**src/rtl/bus_pkg.sv**
```systemverilog
`default_nettype none
// +----------------------------------------------------------------------+
// | Package : bus_pkg                                                    |
// | Shared state encoding, mode constants and default widths for the     |
// | serial bus master/slave ports.                                       |
// | Revision: 1.0 - initial release                                      |
// +----------------------------------------------------------------------+
package bus_pkg;

  // Default widths shared with slave_port
  localparam int DEF_ADDR_WIDTH = 12;
  localparam int DEF_DATA_WIDTH = 8;
  localparam int DEF_TIMEOUT    = 64;

  // Transfer direction as carried on dmode/mmode
  localparam logic MODE_READ  = 1'b0;
  localparam logic MODE_WRITE = 1'b1;

  typedef enum logic [2:0] {
    IDLE  = 3'd0,
    REQ   = 3'd1,
    ADDR  = 3'd2,
    WDATA = 3'd3,
    RWAIT = 3'd4,
    RDATA = 3'd5,
    DONE  = 3'd6
  } state_e;

  function automatic int max_int(input int a, input int b);
    return (a > b) ? a : b;
  endfunction

endpackage
`default_nettype wire

```
**src/rtl/serial_shift_reg.sv**
```systemverilog
`default_nettype none
// +----------------------------------------------------------------------+
// | Module  : serial_shift_reg                                           |
// | Parallel-load / LSB-first shift-out register that also shifts serial |
// | data in at the top, with a bit counter and a last-bit flag.          |
// | Revision: 1.0 - initial release                                      |
// +----------------------------------------------------------------------+
module serial_shift_reg #(
  parameter int WIDTH    = 12,
  parameter int RD_WIDTH = 8,
  parameter int CNT_W    = 4
) (
  input  logic                clk,
  input  logic                rst,
  input  logic                load_i,
  input  logic [WIDTH-1:0]    load_data_i,
  input  logic                shift_i,
  input  logic                serial_i,
  input  logic [CNT_W-1:0]    last_idx_i,
  output logic                serial_o,
  output logic                last_o,
  output logic [RD_WIDTH-2:0] rd_part_o
);

  logic [WIDTH-1:0] data_q;
  logic [CNT_W-1:0] cnt_q;

  // Load restarts the bit count; each shift moves one bit out of bit 0 and one in at the top
  always_ff @(posedge clk or posedge rst) begin
    if (rst) begin
      data_q <= '0;
      cnt_q  <= '0;
    end else if (load_i) begin
      data_q <= load_data_i;
      cnt_q  <= '0;
    end else if (shift_i) begin
      data_q <= {serial_i, data_q[WIDTH-1:1]};
      cnt_q  <= cnt_q + CNT_W'(1);
    end
  end

  // cnt_q is the index of the bit currently on the wire
  assign serial_o  = data_q[0];
  assign last_o    = (cnt_q == last_idx_i);
  // Bits received so far sit at the top; the final bit is merged by the caller
  assign rd_part_o = data_q[WIDTH-1 -: RD_WIDTH-1];

endmodule
`default_nettype wire

```
**src/rtl/master_port.sv**
```systemverilog
`default_nettype none
// +----------------------------------------------------------------------+
// | Module  : master_port                                                |
// | Serial bus initiator: takes one parallel request from a device,      |
// | arbitrates for the bus, sends address/write data LSB first and       |
// | collects read data, with an optional read timeout.                   |
// | Revision: 1.0 - initial release                                      |
// +----------------------------------------------------------------------+
module master_port
  import bus_pkg::*;
#(
  parameter int ADDR_WIDTH = DEF_ADDR_WIDTH,
  parameter int DATA_WIDTH = DEF_DATA_WIDTH,
  parameter int TIMEOUT    = DEF_TIMEOUT
) (
  input  logic                  clk,
  input  logic                  rst,
  input  logic                  dvalid,
  output logic                  dready,
  input  logic                  dmode,
  input  logic [ADDR_WIDTH-1:0] daddr,
  input  logic [DATA_WIDTH-1:0] dwdata,
  output logic [DATA_WIDTH-1:0] drdata,
  output logic                  ddone,
  output logic                  derr,
  output logic                  mbreq,
  input  logic                  mbgrant,
  output logic                  mwdata,
  input  logic                  mrdata,
  output logic                  mmode,
  output logic                  mvalid,
  input  logic                  svalid,
  input  logic                  sready,
  input  logic                  ssplit
);

  localparam int SR_W  = max_int(ADDR_WIDTH, DATA_WIDTH);
  localparam int CNT_W = (SR_W > 1) ? $clog2(SR_W) : 1;
  localparam int TO_W  = (TIMEOUT > 0) ? $clog2(TIMEOUT + 1) : 1;

  state_e                state_q, state_d;
  logic                  mode_q, mode_d;
  logic [DATA_WIDTH-1:0] wdata_q, wdata_d;
  logic                  err_q, err_d;
  logic [DATA_WIDTH-1:0] drdata_q, drdata_d;
  logic [TO_W-1:0]       tcnt_q, tcnt_d;

  logic                  sr_load;
  logic [SR_W-1:0]       sr_load_data;
  logic                  sr_shift;
  logic                  sr_serial_in;
  logic [CNT_W-1:0]      sr_last_idx;
  logic                  sr_serial_out;
  logic                  sr_last;
  logic [DATA_WIDTH-2:0] sr_rd_part;
  logic                  busy;

  // One register serves the address, write-data and read-data phases in turn
  serial_shift_reg #(
    .WIDTH    (SR_W),
    .RD_WIDTH (DATA_WIDTH),
    .CNT_W    (CNT_W)
  ) u_sr (
    .clk         (clk),
    .rst         (rst),
    .load_i      (sr_load),
    .load_data_i (sr_load_data),
    .shift_i     (sr_shift),
    .serial_i    (sr_serial_in),
    .last_idx_i  (sr_last_idx),
    .serial_o    (sr_serial_out),
    .last_o      (sr_last),
    .rd_part_o   (sr_rd_part)
  );

  assign sr_last_idx = (state_q == ADDR) ? CNT_W'(ADDR_WIDTH - 1) : CNT_W'(DATA_WIDTH - 1);

  // State and request/result registers; reset is immediate, even mid-transfer
  always_ff @(posedge clk or posedge rst) begin
    if (rst) begin
      state_q  <= IDLE;
      mode_q   <= MODE_READ;
      wdata_q  <= '0;
      err_q    <= 1'b0;
      drdata_q <= '0;
      tcnt_q   <= '0;
    end else begin
      state_q  <= state_d;
      mode_q   <= mode_d;
      wdata_q  <= wdata_d;
      err_q    <= err_d;
      drdata_q <= drdata_d;
      tcnt_q   <= tcnt_d;
    end
  end

  // Next-state, shift-register control and timeout bookkeeping
  always_comb begin
    state_d      = state_q;
    mode_d       = mode_q;
    wdata_d      = wdata_q;
    err_d        = err_q;
    drdata_d     = drdata_q;
    tcnt_d       = '0;
    sr_load      = 1'b0;
    sr_load_data = '0;
    sr_shift     = 1'b0;
    sr_serial_in = 1'b0;

    case (state_q)
      IDLE: begin
        err_d = 1'b0;
        if (dvalid) begin
          mode_d                        = dmode;
          wdata_d                       = dwdata;
          sr_load                       = 1'b1;
          sr_load_data[ADDR_WIDTH-1:0]  = daddr;
          state_d                       = REQ;
        end
      end
      REQ: begin
        if (mbgrant && sready) begin
          state_d = ADDR;
        end
      end
      ADDR: begin
        if (sr_last) begin
          // Reload for the next phase so there is no gap cycle on writes
          sr_load = 1'b1;
          if (mode_q == MODE_WRITE) begin
            sr_load_data[DATA_WIDTH-1:0] = wdata_q;
            state_d                      = WDATA;
          end else begin
            state_d = RWAIT;
          end
        end else begin
          sr_shift = 1'b1;
        end
      end
      WDATA: begin
        if (sr_last) begin
          state_d = DONE;
        end else begin
          sr_shift = 1'b1;
        end
      end
      RWAIT: begin
        if (svalid) begin
          sr_shift     = 1'b1;
          sr_serial_in = mrdata;
          state_d      = RDATA;
        end else if (!ssplit && (TIMEOUT != 0)) begin
          // A split clears the count (default above); only idle waiting counts
          tcnt_d = tcnt_q + TO_W'(1);
          if (tcnt_q == TO_W'(TIMEOUT - 1)) begin
            err_d   = 1'b1;
            state_d = DONE;
          end
        end
      end
      RDATA: begin
        if (svalid) begin
          if (sr_last) begin
            drdata_d = {mrdata, sr_rd_part};
            state_d  = DONE;
          end else begin
            sr_shift     = 1'b1;
            sr_serial_in = mrdata;
          end
        end
      end
      DONE: begin
        state_d = IDLE;
      end
      default: begin
        state_d = IDLE;
      end
    endcase
  end

  assign busy   = (state_q == REQ) || (state_q == ADDR) || (state_q == WDATA) ||
                  (state_q == RWAIT) || (state_q == RDATA);
  assign dready = (state_q == IDLE);
  assign mbreq  = busy;
  assign mmode  = busy & mode_q;
  assign mvalid = (state_q == ADDR) || (state_q == WDATA);
  assign mwdata = mvalid & sr_serial_out;
  assign ddone  = (state_q == DONE);
  assign derr   = (state_q == DONE) & err_q;
  assign drdata = drdata_q;

endmodule
`default_nettype wire

```
**config.mk**
```make
export PLATFORM = sky130hd
export DESIGN_NAME = master_port
export DESIGN_NICKNAME = d
export VERILOG_FILES = /design/src/rtl/bus_pkg.sv /design/src/rtl/serial_shift_reg.sv /design/src/rtl/master_port.sv
export SDC_FILE = /design/constraint.sdc
export NUM_CORES = 1
export LEC_CHECK = 0
export CAP_MARGIN = 20
export CORE_MARGIN = 2
export CORE_UTILIZATION = 52
export DETAILED_ROUTE_END_ITERATION = 16
export GPL_ROUTABILITY_DRIVEN = 0
export PLACE_DENSITY = 0.84
export SLEW_MARGIN = 20
export SYNTH_ARGS = -nofsm -noshare
export SYNTH_HDL_FRONTEND = slang
export SYNTH_HIERARCHICAL = 1
export SYNTH_SLANG_ARGS = --single-unit
```
**constraint.sdc**
```tcl
create_clock -name clk -period 3.28 [get_ports clk]
set_clock_uncertainty 0.05 [all_clocks]
set_input_delay 0.984 -clock clk [delete_from_list [all_inputs] [get_ports clk]]
set_output_delay 0.984 -clock clk [all_outputs]
set_load 0.02 [all_outputs]
```
== After elaboration in Yosys (flattened, before gate mapping) ==
Index checks and enable logic that the tools add are counted.
Widths: inputs -> output; s select.
Storage, ports and cells
  memory bits (read-only): 0
  memories: 0
  latch bits: 0
  bits in writable memories: 0
  logic and storage cells: 82
  flip-flop bits (word level): 44
Operators by class
  div/mod/pow operators: 0
  bitwise operators: 3
  equal/unequal tests: 17
  reduce and logical (&&, ||, !) cells: 14
  mux-type cells: 38
  add/sub/neg operators: 2
  shifts and indexed selects: 0
  order comparisons: 0
  multiply operators: 0
Operator list (count)
  $mux 12: 3
  $mux 3: 9
  $mux 7: 3
  $pmux 3 s6: 1
  $mux 4: 4
  $mux 8: 2
  $pmux 8 s2: 1
  $ne 2x2->1 const B: 7
  $mux 1: 11
  $eq 3x3->1 const B: 3
  $add 7x1->7 const B: 1
  $eq 7x6->1 const B: 1
  $eq 3x2->1 const B: 2
  $ne 3x3->1 const B: 2
  $pmux 1 s2: 3
  $reduce_and 6->1: 1
  $logic_or 1x1->1: 5
  $add 4x1->4 const B: 1
  $eq 4x4->1: 1
  $reduce_and 4->1: 1
  $reduce_bool 2->1: 2
  $and 1x1->1: 3
  $eq 3x1->1 const B: 1
  $logic_not 3->1: 1
  other kinds (5): 5

== Logic depth before layout (Yosys ltp) ==
Gate-level depths: netlist of the first run.
  word-level depth: 8
  depth in mapped cells: 13
  gate-level depth less buffers: 10

== Hierarchy ==
The synthesis of the first run kept the hierarchy.
Modules (own cells, without submodules)
  master_port: instances 1, seq. area each 700.7 sq um, cells each 133, area each 1426.4 sq um
  serial_shift_reg: instances 1, seq. area each 400.4 sq um, cells each 82, area each 880.8 sq um

== Worst setup path after synthesis of the first run ==
OpenSTA, ideal clock, no wires.
  path kind: register to register
  from: register state_q[1]
  to: register drdata_q[7], in the netlist drdata[7]
  period minus slack after synthesis: 2585 ps
  path buffers: 1
  data arrival time: 2410 ps
  setup time: 125 ps
  cell stages (with the launch flop): 10
  data required time: 3105 ps
  slack: 695 ps
  cell sequence: dfrtp_1 -> buf_2 -> inv_1 -> nor3_1 -> inv_1 -> xor2_1 -> nor4_1 -> nand2_1 -> nor2_1 -> mux2_2
Between the ends
  cells in the longest elaborated chain, start to end: 4
RTL lines
  start, declared: line master_port.sv:41  | state_e state_q, state_d;
  start signal, assigned: line master_port.sv:88  | state_q <= state_d;
  $eq 3x2->1: line master_port.sv:76  | assign sr_last_idx = (state_q == ADDR) ? CNT_W'(ADDR_WIDTH - 1) : CNT_W'(DATA_WIDTH - 1);
  $mux 4: line master_port.sv:76
  net sr_last_idx[3]: line master_port.sv:52  | logic [CNT_W-1:0] sr_last_idx;
  $eq 4x4->1: line serial_shift_reg.sv:44  | assign last_o = (cnt_q == last_idx_i);
  net sr_last: line master_port.sv:54  | logic sr_last;
  $reduce_and 3->1 (no source line)
  end signal, assigned: line master_port.sv:92  | drdata_q <= drdata_d;
  end, declared: line master_port.sv:45  | logic [DATA_WIDTH-1:0] drdata_q, drdata_d;
The timed path passes the listed nets, and every way through them passes these cells.
A chain may end at the register's enable or synchronous reset.

== Final worst setup path of the first run ==
  from: register state_q[1]
  to: output derr
Between the ends
  cells in the longest elaborated chain, start to end: 2
RTL lines
  $eq 3x3->1: line master_port.sv:189  | assign derr = (state_q == DONE) & err_q;
  $and 1x1->1: line master_port.sv:189
  end, declared: line master_port.sv:25  | output logic derr,
No other way between the ends.

==> results of run 1 <==
==> routing by layer <==
layer | up-vias | wire [um] | global-route usage (%)
li1 | 814 | - | -
met1 | 759 | 1870 | 24.8
met2 | 38 | 2110 | 29.2
met3 | 2 | 164 | 4.56
met4 | 0 | 28 | 5.66
met5 | - | 0 | 0
==> worst paths after layout <==
path | from | endpoint | slack [ns] | cells after the start
max | state_q[1]$_DFFE_PP0P_ | derr | 0.22 | 4
min | tcnt_q[0]$_DFF_PP0_ | tcnt_q[0]$_DFF_PP0_ | 0.43 | 1
max reg2reg | state_q[1]$_DFFE_PP0P_ | u_sr/data_q[5]$_DFFE_PP0P_ | 0.47 | 11
min reg2reg | tcnt_q[0]$_DFF_PP0_ | tcnt_q[0]$_DFF_PP0_ | 0.43 | 1
max in group asynchronous | rst | drdata[5]$_DFFE_PP0P_ | 1.55 | 3
min in group asynchronous | rst | drdata[4]$_DFFE_PP0P_ | 1.02 | 2
==> per-stage QoR <==
step	instances	hold WS [ns]	instance area [um^2]	worst slack, ns
6_report	307	0.426	2800	0.221
5_1_grt	307	0.438	2800	0.125
4_1_cts	307	0.418	2800	0.231
3_5_place_dp	300	0.408	2720	0.363
3_3_place_gp	300	0.398	2720	0.414
2_1_floorplan	216	0.379	2310	0.695
==> cell usage after synthesis (2+ instances only) <==
cell type and count:
dfrtp_1 44, nand2_1 20, mux2_2 17, mux2i_1 13, nor2_1 13, inv_1 9, a22o_1 8, o21ai_0 8
buf_4 7, a21oi_1 6, buf_2 6, o21ai_1 6, xor2_1 6, and3_1 5, and2_1 4, nand3_1 4
nor2b_1 4, buf_6 3, nor4_1 3, clkbuf_1 2, ha_1 2, o31ai_1 2, or3_1 2, xnor2_1 2
==> flip-flops by register name, summed over array words and instances (netlist names) <==
| signal | flops |
|---|---|
| drdata | 8 |
| tcnt_q | 7 |
| wdata_q | 8 |
| err_q | 1 |
| mode_q | 1 |
| u_sr/data_q | 12 |
| state_q | 3 |
| u_sr/cnt_q | 4 |
==> final cells by class <==
cell class / instances / area, um^2 / area share, %
clock inverters: 1 / 5.00 / 0.179
flip-flops and latches: 44 / 1100 / 39.3
well taps: 52 / 65.1 / 2.32
multi-input cells: 144 / 1030 / 36.9
inverters: 9 / 33.8 / 1.21
repair buffers: 51 / 490 / 17.5
clock buffers: 6 / 72.6 / 2.59
==> power groups by stage <==
| stage | sequential (uW) | combinational (uW) | clock [uW] |
|---|---|---|---|
| CTS | 888 | 910 | 321 |
| global route | 914 | 991 | 348 |
| floorplan | 832 | 800 | 0 |
| finish | 891 | 905 | 310 |
| detailed placement | 897 | 905 | 0 |
| global placement | 890 | 880 | 0 |
==> cells by family after synthesis <==
family	count (synthesis)	synth area share, %
other cells	1	0.163
flops	44	47.7
simple gates	65	15.3
mux	32	15.1
buf+inv	28	7.70
xor+xnor	8	3.04
fa+ha+maj	2	1.08
compound gates	35	9.92
==> results.md, run 1 <==
- Worst Setup End Kind: primary output
- Async S/R FF share, synth: between 90% and 100%
- Critical path's largest stage delay: 0.59 ns
- Setup violators final: 0
- Site Rows: 24
- Die X: 70.6 um
- Sum Neg Setup Slack: 0 ns
- Worst-Margin Slew: about 0.6 ns
- Area leader, netlist: dfrtp_1
- Die ar.: 4990 um^2
- Total CTS buffers: 5
- Number of I/O port buffers: 43
- Floorplan die height: between 70 and 80 um
- Worst-path maximum fanout: 11
- Count of cell types in the netlist: 43
- Ratio of cells with drive above 1 in the final layout: 14.9%
- EDFF count, synth: 0
- Clock transition at path regs: 0.07 ns
- Final hold vios: 0
- First-pass GRT wire length: 7.25 mm
- Mean routed wirelength per cell: ~14 um
- Post-layout util: 64.8%
- Power share of the clock group: around 15%
- Commonest non-fill, non-tap cells in the layout: dfrtp_1 (44), clkdlybuf4s50_1 (43), nand2_1 (20)
- Post-cts resize count: 0
- CP Data Arrival Time: roughly 2 ns
- Commonest non-fill, non-tap cell in the layout: dfrtp_1
- Sw frac: 37.0%
- CTS tree: done
- Number of global-route vias before repair: 1562
- Peak supply drop: roughly 400 uV
- Type of the worst setup path: reg2out
- Antenna-violating nets left: 0
- GRT overflow: 0
- CTS H-tree lvls: 2
- Pin count of the biggest net entering global routing: 18
- Hold buffer count at CTS: 0
- Max Cap Violations: 0
- DR pass1 iterations: 4
- Leak: 0.00126 uW
- Pint: around 1300 uW
- Power after layout: 2110 uW
- Flop pwr share: 42.3%
- # IOs: 44
- Gr usage total: 18.3%
- Period utilisation layout: a little over 90%
- N_diodes: 0
- Synth warnings: 6
- Post-Syn Instances: 215
- Area grow syn2layout: 21.4%
- Remaining routing DRC violations: 0
- Unrepaired setup endpoints after global routing: no
- #FFs+latches synth: 44
- Worst min path class: reg2reg
- Worst-skew pair later-pin latency: 0.29 ns
- CP Buf/Inv Count: 2
- Max_slew headroom: 59.9%
- Register area share after synthesis: 47.7%
- Post-synth top area share: 47.7%
- Final wirelength: 4.17 mm
- Achievable Freq: roughly 330 MHz
- Highest-delay cell along the critical path: clkdlybuf4s50_1
- Final nets: 286
- Total number of vias: approximately 1600
- Post-Synthesis Cell Area: between 2000 and 2500 um^2
- CTS max path bufs: 2
- Net Sw Power: 780 uW
- DRT iter0 DRCs: 90
- Power Dens Cells: 752 nW/um^2
- Setup Fix Bufs, Post-CTS: 0
- Core Area: roughly 4300 um^2
- Outcome: finished, final reports clean
- DR vias/cell: 5.25
- Gate power share: a little over two fifths
- Mapped Avg Cell Area: 10.7 um^2
- Family with the most delay on the worst path: buffers and inverters
- Sink Count: 44
- Most used DFF post-synth: dfrtp_1
- Worst-path cell chain: inv_1 > nor3b_1 > and2_1 > clkdlybuf4s50_1
- Worst setup SP type: flip-flop
- Root Buffer: clkbuf_8
- Final min period: 3.06 ns
- Crit path required time: 2.25 ns
- Initial Util: 53.4%
- Largest cells by area after synthesis: dfrtp_1 (48%), mux2_2 (8.3%), mux2i_1 (5.6%), nand2_1 (3.3%), a22o_1 (3.0%)
- Post-DP HPWL: 3.13 mm
- Filler cells: approximately 360
- Initial antenna violation count: 0
- Final slew viol count: 0
Note: power is estimated with default switching activity, not from simulation.
==> run 2: changes to the inputs <==
--- a/config.mk
+++ b/config.mk
@@ -11,7 +11,6 @@
 export DETAILED_ROUTE_END_ITERATION = 16
 export GPL_ROUTABILITY_DRIVEN = 0
 export PLACE_DENSITY = 0.84
-export SLEW_MARGIN = 20
 export SYNTH_ARGS = -nofsm -noshare
 export SYNTH_HDL_FRONTEND = slang
 export SYNTH_HIERARCHICAL = 1
==> constraint.sdc (replaced) <==
create_clock -name clk -period 3.28 [get_ports clk]
set_clock_uncertainty 0.05 [all_clocks]
set_input_delay 0.328 -clock clk [delete_from_list [all_inputs] [get_ports clk]]
set_output_delay 0.328 -clock clk [all_outputs]
set_load 0.02 [all_outputs]
==> run 2 against run 1 <==
Net effect: wire length shrank 0.62%; combinational power decreased by 2.9%; die area stayed put; setup slack better by 0.16 ns; final area down 0.54%; non-clock buffer count decreased by 3; sequential share of layout area is 0.21 points higher; sequential power about the same; worst hold slack lost 0.043 ns; largest power group is now registers.
==> results.md, run 2 (synthesis results as in run 1) <==
- DRT iter0 DRCs: 117
- Achievable Freq: approximately 350 MHz
- Type of the worst setup path: reg2reg
- Setup Fix Bufs, Post-CTS: 0
- CP startpoint: state_q[1]$_DFFE_PP0P_
- Power Dens Cells: approximately 750 nW/um^2
- Filler cells: around 360
- Worst R2R Start: state_q[1]$_DFFE_PP0P_
- Outcome: finished, final reports clean
- Final slew viol count: 0
- Pin count of the biggest net entering global routing: 29
- Site Rows: 24
- Total number of vias: 1633
- Root Buffer: clkbuf_8
- Post-cts resize count: 0
- Commonest non-fill, non-tap cells in the layout: dfrtp_1 (44), clkdlybuf4s50_1 (43), nand2_1 (20)
- DR pass1 iterations: 4
- Number of global-route vias before repair: between 1500 and 2000
- Ratio of cells with drive above 1 in the final layout: 13.9%
- Final nets: roughly 280
- Area of the multi-input gates: 1030 um^2
- Remaining routing DRC violations: 0
- Hold buffer count at CTS: 0
- Gr usage total: a little under a fifth
- Max reg flops: 12
- Period utilisation layout: 88.3%
- Sequential Area: about 1100 um^2
- CTS H-tree lvls: 2
- Post-DP HPWL: between 2 and 3 mm
- Antenna-violating nets left: 0
- Area grow syn2layout: 20.7%
- Peak supply drop: between 300 and 400 uV
- Core Area: 4320 um^2
- Sum Neg Setup Slack: 0 ns
- GRT overflow: 0
- Worst setup SP type: flip-flop
- Die ar.: 4990 um^2
- CTS max path bufs: 2
- Clock transition at path regs: 0.08 ns
- Total CTS buffers: 5
- Initial antenna violation count: 0
- Initial Util: 53.4%
- CP Data Arrival Time: 3.02 ns
- Biggest register: u_sr/data_q
- Final min period: 2.89 ns
- Leak: 0.00125 uW
- Worst-path maximum fanout: 16
- Finished Layout Cells: between 300 and 400
- Final wirelength: 4.14 mm
- Sink Count: between 40 and 50
- Die X: 70.6 um
- Worst-skew pair later-pin latency: 0.29 ns
- Max Cap Violations: 0
- # IOs: 44
- Max_slew headroom: 59.1%
- Unrepaired setup endpoints after global routing: no
- Floorplan die height: 70.6 um
- DR vias/cell: 5.37
- Final hold vios: 0
- Placed Instances: a little under 300
- Setup violators final: 0
- Worst Setup End Kind: flip-flop
- Worst min path class: in2async
- N_diodes: 0
- First-pass GRT wire length: 7.25 mm
- Commonest non-fill, non-tap cell in the layout: dfrtp_1
- Crit path required time: 3.41 ns
- Number of I/O port buffers: 43
- Mean routed wirelength per cell: 13.6 um
- CTS tree: done
- Worst-Margin Slew: 0.608 ns
-- run 2: report_power, final --
group          switching, uW  internal [uW]  total, uW
clock                    170            145        314
sequential               175            716        891
combinational            433            445        879
-- run 2: worst max-delay path: stages (launching register included) --
cell     delay [ns]
dfrtp_1        0.55
inv_1          0.13
nor3_1         0.42
inv_1          0.10
xor2_1         0.16
nor4_1         0.47
nand2_1        0.14
nand3_1        0.13
nand2_1        0.11
buf_4          0.24
mux2i_1        0.20
o21ai_1        0.08
-- run 2: routing by layer --
layer / vias to the layer above / track usage [%] / wire [um] / part of all wire [%]
li1: 815 / - / - / -
met1: 780 / 25.1 / 1880 / 45
met2: 36 / 29.6 / 2090 / 50
met3: 2 / 5.13 / 166 / 4.0
met4: 0 / 4.82 / 14 / 0.34
met5: - / 0 / 0 / 0
-- run 2: path summary, 6_finish.rpt --
kind                       slack, ns  depth (start not counted)                    endpoint
setup / recovery                0.39                         11  u_sr/data_q[8]$_DFFE_PP0P_
hold / removal                  0.38                          2   u_sr/cnt_q[2]$_DFFE_PP0P_
setup reg to reg                0.39                         11  u_sr/data_q[8]$_DFFE_PP0P_
hold reg to reg                 0.42                          1         tcnt_q[0]$_DFF_PP0_
max in group asynchronous       2.27                          3         tcnt_q[5]$_DFF_PP0_
min in group clk                0.42                          1         tcnt_q[0]$_DFF_PP0_
-- run 2: cell type report --
| type | instances | share of cell area, % |
|---|---|---|
| timing repair buffer | 48 | 17.1 |
| inverter | 9 | 1.21 |
| multi-input combinational | 144 | 37.1 |
| sequential | 44 | 39.5 |
| tap | 52 | 2.34 |
| clock inverter | 1 | 0.180 |
| clock buffer | 6 | 2.61 |
-- run 2: through the flow --
stage	worst slack (ns)	hold WS, ns	area (um^2)	utilization, %	total power (uW)
2_1_floorplan	0.695	0.192	2310	-	1630
3_3_place_gp	0.646	0.394	2690	62.3	1750
3_5_place_dp	0.442	0.408	2690	62.3	1780
4_1_cts	0.424	0.399	2770	64.1	2100
5_1_grt	0.0936	0.431	2790	64.4	2240
6_report	0.385	0.384	2790	64.4	2080
==> run 3: changes to the inputs <==
--- a/config.mk
+++ b/config.mk
@@ -9,7 +9,6 @@
 export CORE_MARGIN = 2
 export CORE_UTILIZATION = 52
 export DETAILED_ROUTE_END_ITERATION = 16
-export GPL_ROUTABILITY_DRIVEN = 0
 export PLACE_DENSITY = 0.84
 export SYNTH_ARGS = -nofsm -noshare
 export SYNTH_HDL_FRONTEND = slang
==> results of run 3 <==
Same layout as run 2: the final DEF is identical, and so are final timing and power.
